File: src/rtl/s_mem_arb_pkg.sv
// Shared constants and types for the S-box RAM arbiter.
// Optional build macro: S_ARB_ROUND_ROBIN_EN (round-robin winner selection).
package s_mem_arb_pkg;

    localparam int NUM_REQ_DEF = 3;
    localparam int ADDR_W_DEF  = 8;
    localparam int DATA_W_DEF  = 8;

    localparam int REQ_INIT    = 0;
    localparam int REQ_SHUFFLE = 1;
    localparam int REQ_COMPUTE = 2;

    typedef logic [$clog2(NUM_REQ_DEF)-1:0] owner_t;

    typedef enum logic {
        ST_IDLE  = 1'b0,
        ST_OWNED = 1'b1
    } arb_state_e;

endpackage

File: src/rtl/s_mem_arb_pick.sv
// Combinational winner select: first asserted request scanning upward from start_i,
// wrapping around. A start of zero gives plain lowest-index-first priority.
module s_mem_arb_pick
    import s_mem_arb_pkg::*;
#(
    parameter int NUM_REQ = NUM_REQ_DEF,
    localparam int IDX_W  = $clog2(NUM_REQ)
) (
    input  logic [NUM_REQ-1:0] req_i,
    input  logic [IDX_W-1:0]   start_i,
    output logic [NUM_REQ-1:0] gnt_oh_o,
    output logic [IDX_W-1:0]   gnt_idx_o,
    output logic               any_o
);

    always_comb begin
        gnt_oh_o  = '0;
        gnt_idx_o = '0;
        any_o     = 1'b0;
        for (int k = 0; k < NUM_REQ; k++) begin
            for (int j = 0; j < NUM_REQ; j++) begin
                if (!any_o && req_i[j] && (((int'(start_i) + k) % NUM_REQ) == j)) begin
                    any_o       = 1'b1;
                    gnt_oh_o[j] = 1'b1;
                    gnt_idx_o   = IDX_W'(j);
                end
            end
        end
    end

endmodule

File: src/rtl/s_mem_arbiter.sv
// Request/grant/lock arbiter for the single-port S-box RAM shared by the RC4 engines.
// Optional build macro: S_ARB_ROUND_ROBIN_EN (rotate priority after each grant).
module s_mem_arbiter
    import s_mem_arb_pkg::*;
#(
    parameter int NUM_REQ = NUM_REQ_DEF,
    parameter int ADDR_W  = ADDR_W_DEF,
    parameter int DATA_W  = DATA_W_DEF
) (
    input  logic                      clk,
    input  logic                      reset_n,
    input  logic [NUM_REQ-1:0]        req,
    input  logic [NUM_REQ-1:0]        lock,
    input  logic [NUM_REQ*ADDR_W-1:0] addr,
    input  logic [NUM_REQ*DATA_W-1:0] wdata,
    input  logic [NUM_REQ-1:0]        wren,
    output logic [NUM_REQ-1:0]        gnt,
    output logic [NUM_REQ-1:0]        rvalid,
    output logic [DATA_W-1:0]         rdata,
    output logic [ADDR_W-1:0]         mem_addr,
    output logic [DATA_W-1:0]         mem_wdata,
    output logic                      mem_wren,
    input  logic [DATA_W-1:0]         mem_q,
    output logic                      busy
);

    localparam int IDX_W = $clog2(NUM_REQ);

    arb_state_e         state_q, state_d;
    logic [IDX_W-1:0]   owner_q, owner_d;
    logic [NUM_REQ-1:0] gnt_q, gnt_d;
    logic               rd_vld_q, rd_vld_d;
    logic [IDX_W-1:0]   rd_id_q, rd_id_d;

    logic               own_req, own_lock, own_wren;
    logic [ADDR_W-1:0]  own_addr;
    logic [DATA_W-1:0]  own_wdata;
    logic               release_c, arbitrate_c;
    logic [IDX_W-1:0]   start_c;
    logic [NUM_REQ-1:0] pick_oh;
    logic [IDX_W-1:0]   pick_idx;
    logic               pick_any;

`ifdef S_ARB_ROUND_ROBIN_EN
    logic [IDX_W-1:0]   ptr_q, ptr_d;
    assign start_c = ptr_q;
`else
    assign start_c = '0;
`endif

    // Only the owner's slice ever reaches the RAM; everything is zero with no owner.
    always_comb begin
        own_req   = 1'b0;
        own_lock  = 1'b0;
        own_wren  = 1'b0;
        own_addr  = '0;
        own_wdata = '0;
        for (int i = 0; i < NUM_REQ; i++) begin
            if (state_q == ST_OWNED && int'(owner_q) == i) begin
                own_req   = req[i];
                own_lock  = lock[i];
                own_wren  = wren[i];
                own_addr  = addr[i*ADDR_W +: ADDR_W];
                own_wdata = wdata[i*DATA_W +: DATA_W];
            end
        end
    end

    assign mem_addr  = own_addr;
    assign mem_wdata = own_wdata;
    assign mem_wren  = own_req & own_wren;

    assign release_c   = (state_q == ST_OWNED) & ~own_req & ~own_lock;
    assign arbitrate_c = (state_q == ST_IDLE) | release_c;

    s_mem_arb_pick #(
        .NUM_REQ (NUM_REQ)
    ) u_pick (
        .req_i     (req),
        .start_i   (start_c),
        .gnt_oh_o  (pick_oh),
        .gnt_idx_o (pick_idx),
        .any_o     (pick_any)
    );

    always_comb begin
        state_d  = state_q;
        owner_d  = owner_q;
        gnt_d    = gnt_q;
        rd_vld_d = own_req & ~own_wren;
        rd_id_d  = owner_q;
`ifdef S_ARB_ROUND_ROBIN_EN
        ptr_d    = ptr_q;
`endif
        if (arbitrate_c) begin
            if (pick_any) begin
                state_d = ST_OWNED;
                owner_d = pick_idx;
                gnt_d   = pick_oh;
`ifdef S_ARB_ROUND_ROBIN_EN
                ptr_d   = (pick_idx == IDX_W'(NUM_REQ-1)) ? '0 : pick_idx + 1'b1;
`endif
            end else begin
                state_d = ST_IDLE;
                owner_d = '0;
                gnt_d   = '0;
            end
        end
    end

    always_ff @(posedge clk or negedge reset_n) begin
        if (!reset_n) begin
            state_q  <= ST_IDLE;
            owner_q  <= '0;
            gnt_q    <= '0;
            rd_vld_q <= 1'b0;
            rd_id_q  <= '0;
`ifdef S_ARB_ROUND_ROBIN_EN
            ptr_q    <= '0;
`endif
        end else begin
            state_q  <= state_d;
            owner_q  <= owner_d;
            gnt_q    <= gnt_d;
            rd_vld_q <= rd_vld_d;
            rd_id_q  <= rd_id_d;
`ifdef S_ARB_ROUND_ROBIN_EN
            ptr_q    <= ptr_d;
`endif
        end
    end

    // The read id is captured with the access, so routing survives a grant change.
    always_comb begin
        rvalid = '0;
        for (int i = 0; i < NUM_REQ; i++) begin
            rvalid[i] = rd_vld_q && (int'(rd_id_q) == i);
        end
    end

    assign gnt   = gnt_q;
    assign busy  = (state_q == ST_OWNED);
    assign rdata = mem_q;

endmodule
File: config.mk
export PLATFORM = sky130hd
export DESIGN_NAME = s_mem_arbiter
export DESIGN_NICKNAME = d
export VERILOG_FILES = /design/src/rtl/s_mem_arb_pkg.sv /design/src/rtl/s_mem_arb_pick.sv /design/src/rtl/s_mem_arbiter.sv
export SDC_FILE = /design/constraint.sdc
export NUM_CORES = 1
export LEC_CHECK = 0
export CAP_MARGIN = 10
export CORE_AREA = 5 5 61 63
export DETAILED_ROUTE_END_ITERATION = 6
export DIE_AREA = 0 0 66 68
export PLACE_DENSITY = 0.85
export SLEW_MARGIN = 20
export SYNTH_ARGS = -nofsm -noshare
export SYNTH_HDL_FRONTEND = slang
export SYNTH_SLANG_ARGS = --single-unit
File: constraint.sdc
create_clock -name clk -period 2.7 [get_ports clk]
set_input_delay 0.81 -clock clk [delete_from_list [all_inputs] [get_ports clk]]
set_output_delay 0.81 -clock clk [all_outputs]
set_load 0.02 [all_outputs]
==> reports/results.txt <==
After the last flow step, the layout net total stands at 259. The total core area came out at 3179 sq um. STA puts the critical path data required time at 1.89 ns. Global routing used 13.04% of the available tracks across all layers. In this run the vertical extent of the chip is 68 um.

Counting flops and latches in the post-synthesis netlist gives 7. The final number of hold-violating endpoints is 0. Once layout is complete, the utilization of the core stands at 54.47%. Before antenna repair, the detailed router went through 4 iterations. The via count of the first global-routing pass is 996. The cell sitting at the root of the clock tree is a sky130_fd_sc_hd__clkbuf_4. The critical path is of the input pin to output pin type. From left edge to right edge, the die measures 66 um. Setup repair after global routing left no endpoint under its margin.

The residual antenna-violating net count after detailed routing is 0, and the ratio of cells with drive above 1 in the final layout is 20.42%. The run gives 2413 um as the placed wire-length estimate after detailed placement. The clock latency on the worst-skew pair was 0.24 ns; the slew at the pin with the worst max-slew slack was 0.2889 ns. The number of cells produced by synthesis is 110, and the top-area cell type share of the netlist area is 20.29%. The type of origin of the critical path was an input pin.

The logs give 0.05591 ns for the post-route worst setup slack and 21 for the number of rows in the core area. The number of max-slew violations in the final report was 0. For the remaining global-route overflow, the log shows 0. The clock passes through at most 2 buffers.

The remaining max-slew budget at the tightest pin came out at 80.68%. The setup skew after layout was 0.002480 ns. The met2 track demand over resource in global routing was 24.91%. The tools report the global-route track usage on met3 as 4.926%. The logs give 4540 um for the wire length of the first global-routing pass and -0.4084 ns for the post-placement worst setup slack. After clock tree synthesis, the clock-pin slew on the worst setup and hold paths is 0.05 ns. The number of buffers and inverters on the critical path is 2. When the netlist entered floorplanning its net count stood at 177. The routed design has 2814 um of wire.

The synthesized design contains 0 enable-type register cells. The routed layout has 1030 vias. Setup TNS: 0 ns. Dividing the detail-routed wire length by the instance count gives 11.87 um. The power density relative to cell area is 840.0 nW/um^2. Using the TritonRoute via totals, the vias-per-cell ratio works out to 4.346.

The worst-case hold slack came out at 0.5314 ns. The most used flip-flop cell after synthesis was sky130_fd_sc_hd__dfrtp_1. In the global route stage, met1 resource usage came out at 12.78%.

Sorting the synthesized cells by area gives the leading types as sky130_fd_sc_hd__mux2i_1 20%, sky130_fd_sc_hd__dfrtp_1 19%, sky130_fd_sc_hd__and2_1 11%. The maximum number of pins on one net before global-route repair is 16. The number of clock sinks seen by CTS was 7. Across the run, the number of max-cap violations was 0.

Static timing analysis puts the maximum clock frequency at 0.3782 GHz. Sorting the synthesized cells by how often they occur yields 19 x sky130_fd_sc_hd__mux2i_1, 17 x sky130_fd_sc_hd__nand2_1, 16 x sky130_fd_sc_hd__and2_1, 16 x sky130_fd_sc_hd__o21ai_0, 9 x sky130_fd_sc_hd__buf_4. Summing internal, switching and leakage power gives 0.001455 W. The number of warnings reported in the yosys synthesis log was 0. In this run the cell area of the synthesized design comes to 937.1 sq um. For this run, design rule violations remaining after detail routing come to 0. Of all cell types, the one taking the most synthesized area is sky130_fd_sc_hd__mux2i_1. The tools report the filler cell count as 312.

The number of buffers inserted by port buffering was 82. Traced cell by cell, the critical path runs through clkdlybuf4s50_1 -> mux2i_1 -> o21ai_0 -> and2_1 -> clkdlybuf4s15_2. 0 antenna diodes ended up in the layout. The number of H-tree branching levels was 1. TritonCTS built the clock tree.

Dividing the final minimum period by the clock period gives 97.93%. Mean cell area of the mapped netlist: 8.520 sq um. Counting distinct cell types in the post-synthesis netlist gives 25. The global routing stage identified its most utilized layer as met2. The time the worst path needs with I/O delays and setup works out to 2.644 ns. The flow ran to the end, and the final reports show no timing, DRC or antenna violations. The run gives 99 as the boundary pin count. The logs give 0 for the number of antenna violations at the first check in global routing and 1.83 ns for the arrival time of the worst setup path. The family with the most delay on the worst path is buffers and inverters. The portion of the post-synthesis area used by sequential elements is 18.69%, and the maximum fanout count along the critical path is 1. The floorplan step defined a die boundary enclosing 4488 sq um.

The dominant cell by count in the synthesized netlist was sky130_fd_sc_hd__mux2i_1. Number of buffers added by the clock tree synthesis step: 3. For this run, the slowest stage of the critical path takes 0.45 ns. After synthesis, the share of flip-flops with an asynchronous set or reset is 100.0%.

The starting density of the core was 29.48%; the growth of design area from synthesis to finish was 84.78%. Highest-delay cell along the critical path: sky130_fd_sc_hd__clkdlybuf4s50_1. Across the VDD grid, the largest voltage drop is 0.3111 mV. The worst hold path belongs to the class flop to flop. In this run the post-CTS setup repair buffer count came out at 0. Routability-driven placement finished with a final weighted congestion of 0.6846.

The violation count after the first detailed-route iteration came out at 17. The endpoint kind of the worst setup timing path is an output pin. Summed over all cells, the static leakage comes to 0.7591 nW. For the final-report setup violation count, the log shows 0.
## final cells by class
class                   instances  area, sq um  share of cell area (%)
repair buffers                 93        853.3                   49.28
clock buffers                   4        26.28                   1.517
multi-input cells              87        619.3                   35.77
flip-flops and latches          7        175.2                   10.12
well taps                      46        57.56                   3.324
## power by group
group          switching, W  total [W]  internal [W]  leakage (nW)
Sequential        0.0000351   0.000182      0.000146        0.0863
Combinational      0.000600    0.00118      0.000582         0.658
Clock             0.0000349  0.0000911     0.0000562        0.0150
Total              0.000670    0.00145      0.000784         0.759
## logic make-up (layout without fill, tap and decap cells)
group	after synthesis	after routing	synth area share [%]
flops	7	7	18.69
simple gates	45	45	27.90
compound gates	20	20	12.68
buf+inv	16	97	15.62
mux	22	22	25.10
## sequential cells by signal, summed over array words and instances, names as in the netlist
| register | count |
|---|---|
| rd_vld_q | 1 |
| rd_id_q | 2 |
| busy | 1 |
| owner_q | 2 |
| gnt | 1 |
## cells in the final DEF, fill, tap and decap left out, drive strengths merged
master / n
clkdlybuf4s50: 61
buf: 23
mux2i: 19
o21ai: 19
nand2: 17
and2: 16
clkbuf: 8
dfrtp: 7
dlymetal6s2s: 4
and3b: 3
mux2: 3
nor3b: 2
nand3b: 2
nor2b: 1
nor2: 1
a21oi: 1
and3: 1
and2b: 1
nor3: 1
clkdlybuf4s15: 1
## routing by layer
layer	part of all wire, %	up-vias	wire, um
met3	12	2	337
li1	-	531	-
met1	31	451	884
met2	56	46	1572
met4	0.68	0	19
met5	0	-	0
## metrics by stage
stage | area, sq um | std cells
after global routing | 1732 | 237
after CTS | 1800 | 237
after floorplan | 937.1 | 110
after global placement | 1764 | 233
final | 1732 | 237
after detailed placement | 1764 | 233
## final timing paths
path,start,to,slack [ns],depth (start not counted)
max in group asynchronous,reset_n,rd_id_q[1],1.66,1
worst max register to register,owner_q[0],gnt[0],0.88,6
min in group asynchronous,reset_n,rd_vld_q,0.81,1
worst max-delay path,addr[2],mem_addr[2],0.06,5
worst min-delay path,gnt[0],gnt[0],0.53,1
worst min register to register,gnt[0],gnt[0],0.53,1
## worst reg2reg max path: stages, from the launching register on
cell	delay (ns)
sky130_fd_sc_hd__dfrtp_1	0.50
sky130_fd_sc_hd__buf_12	0.20
sky130_fd_sc_hd__mux2i_1	0.23
sky130_fd_sc_hd__o21ai_2	0.10
sky130_fd_sc_hd__buf_4	0.15
sky130_fd_sc_hd__o21ai_4	0.21
sky130_fd_sc_hd__mux2_4	0.32
## repair_timing
item / 4_1_cts / 5_1_grt
endpoints found under the setup margin: 17 / 16
resized for setup: 48 / 25
hold buffers: 0 / 0
pin swaps: 0 / 3
No activity file was read; power rests on OpenSTA's default activity.
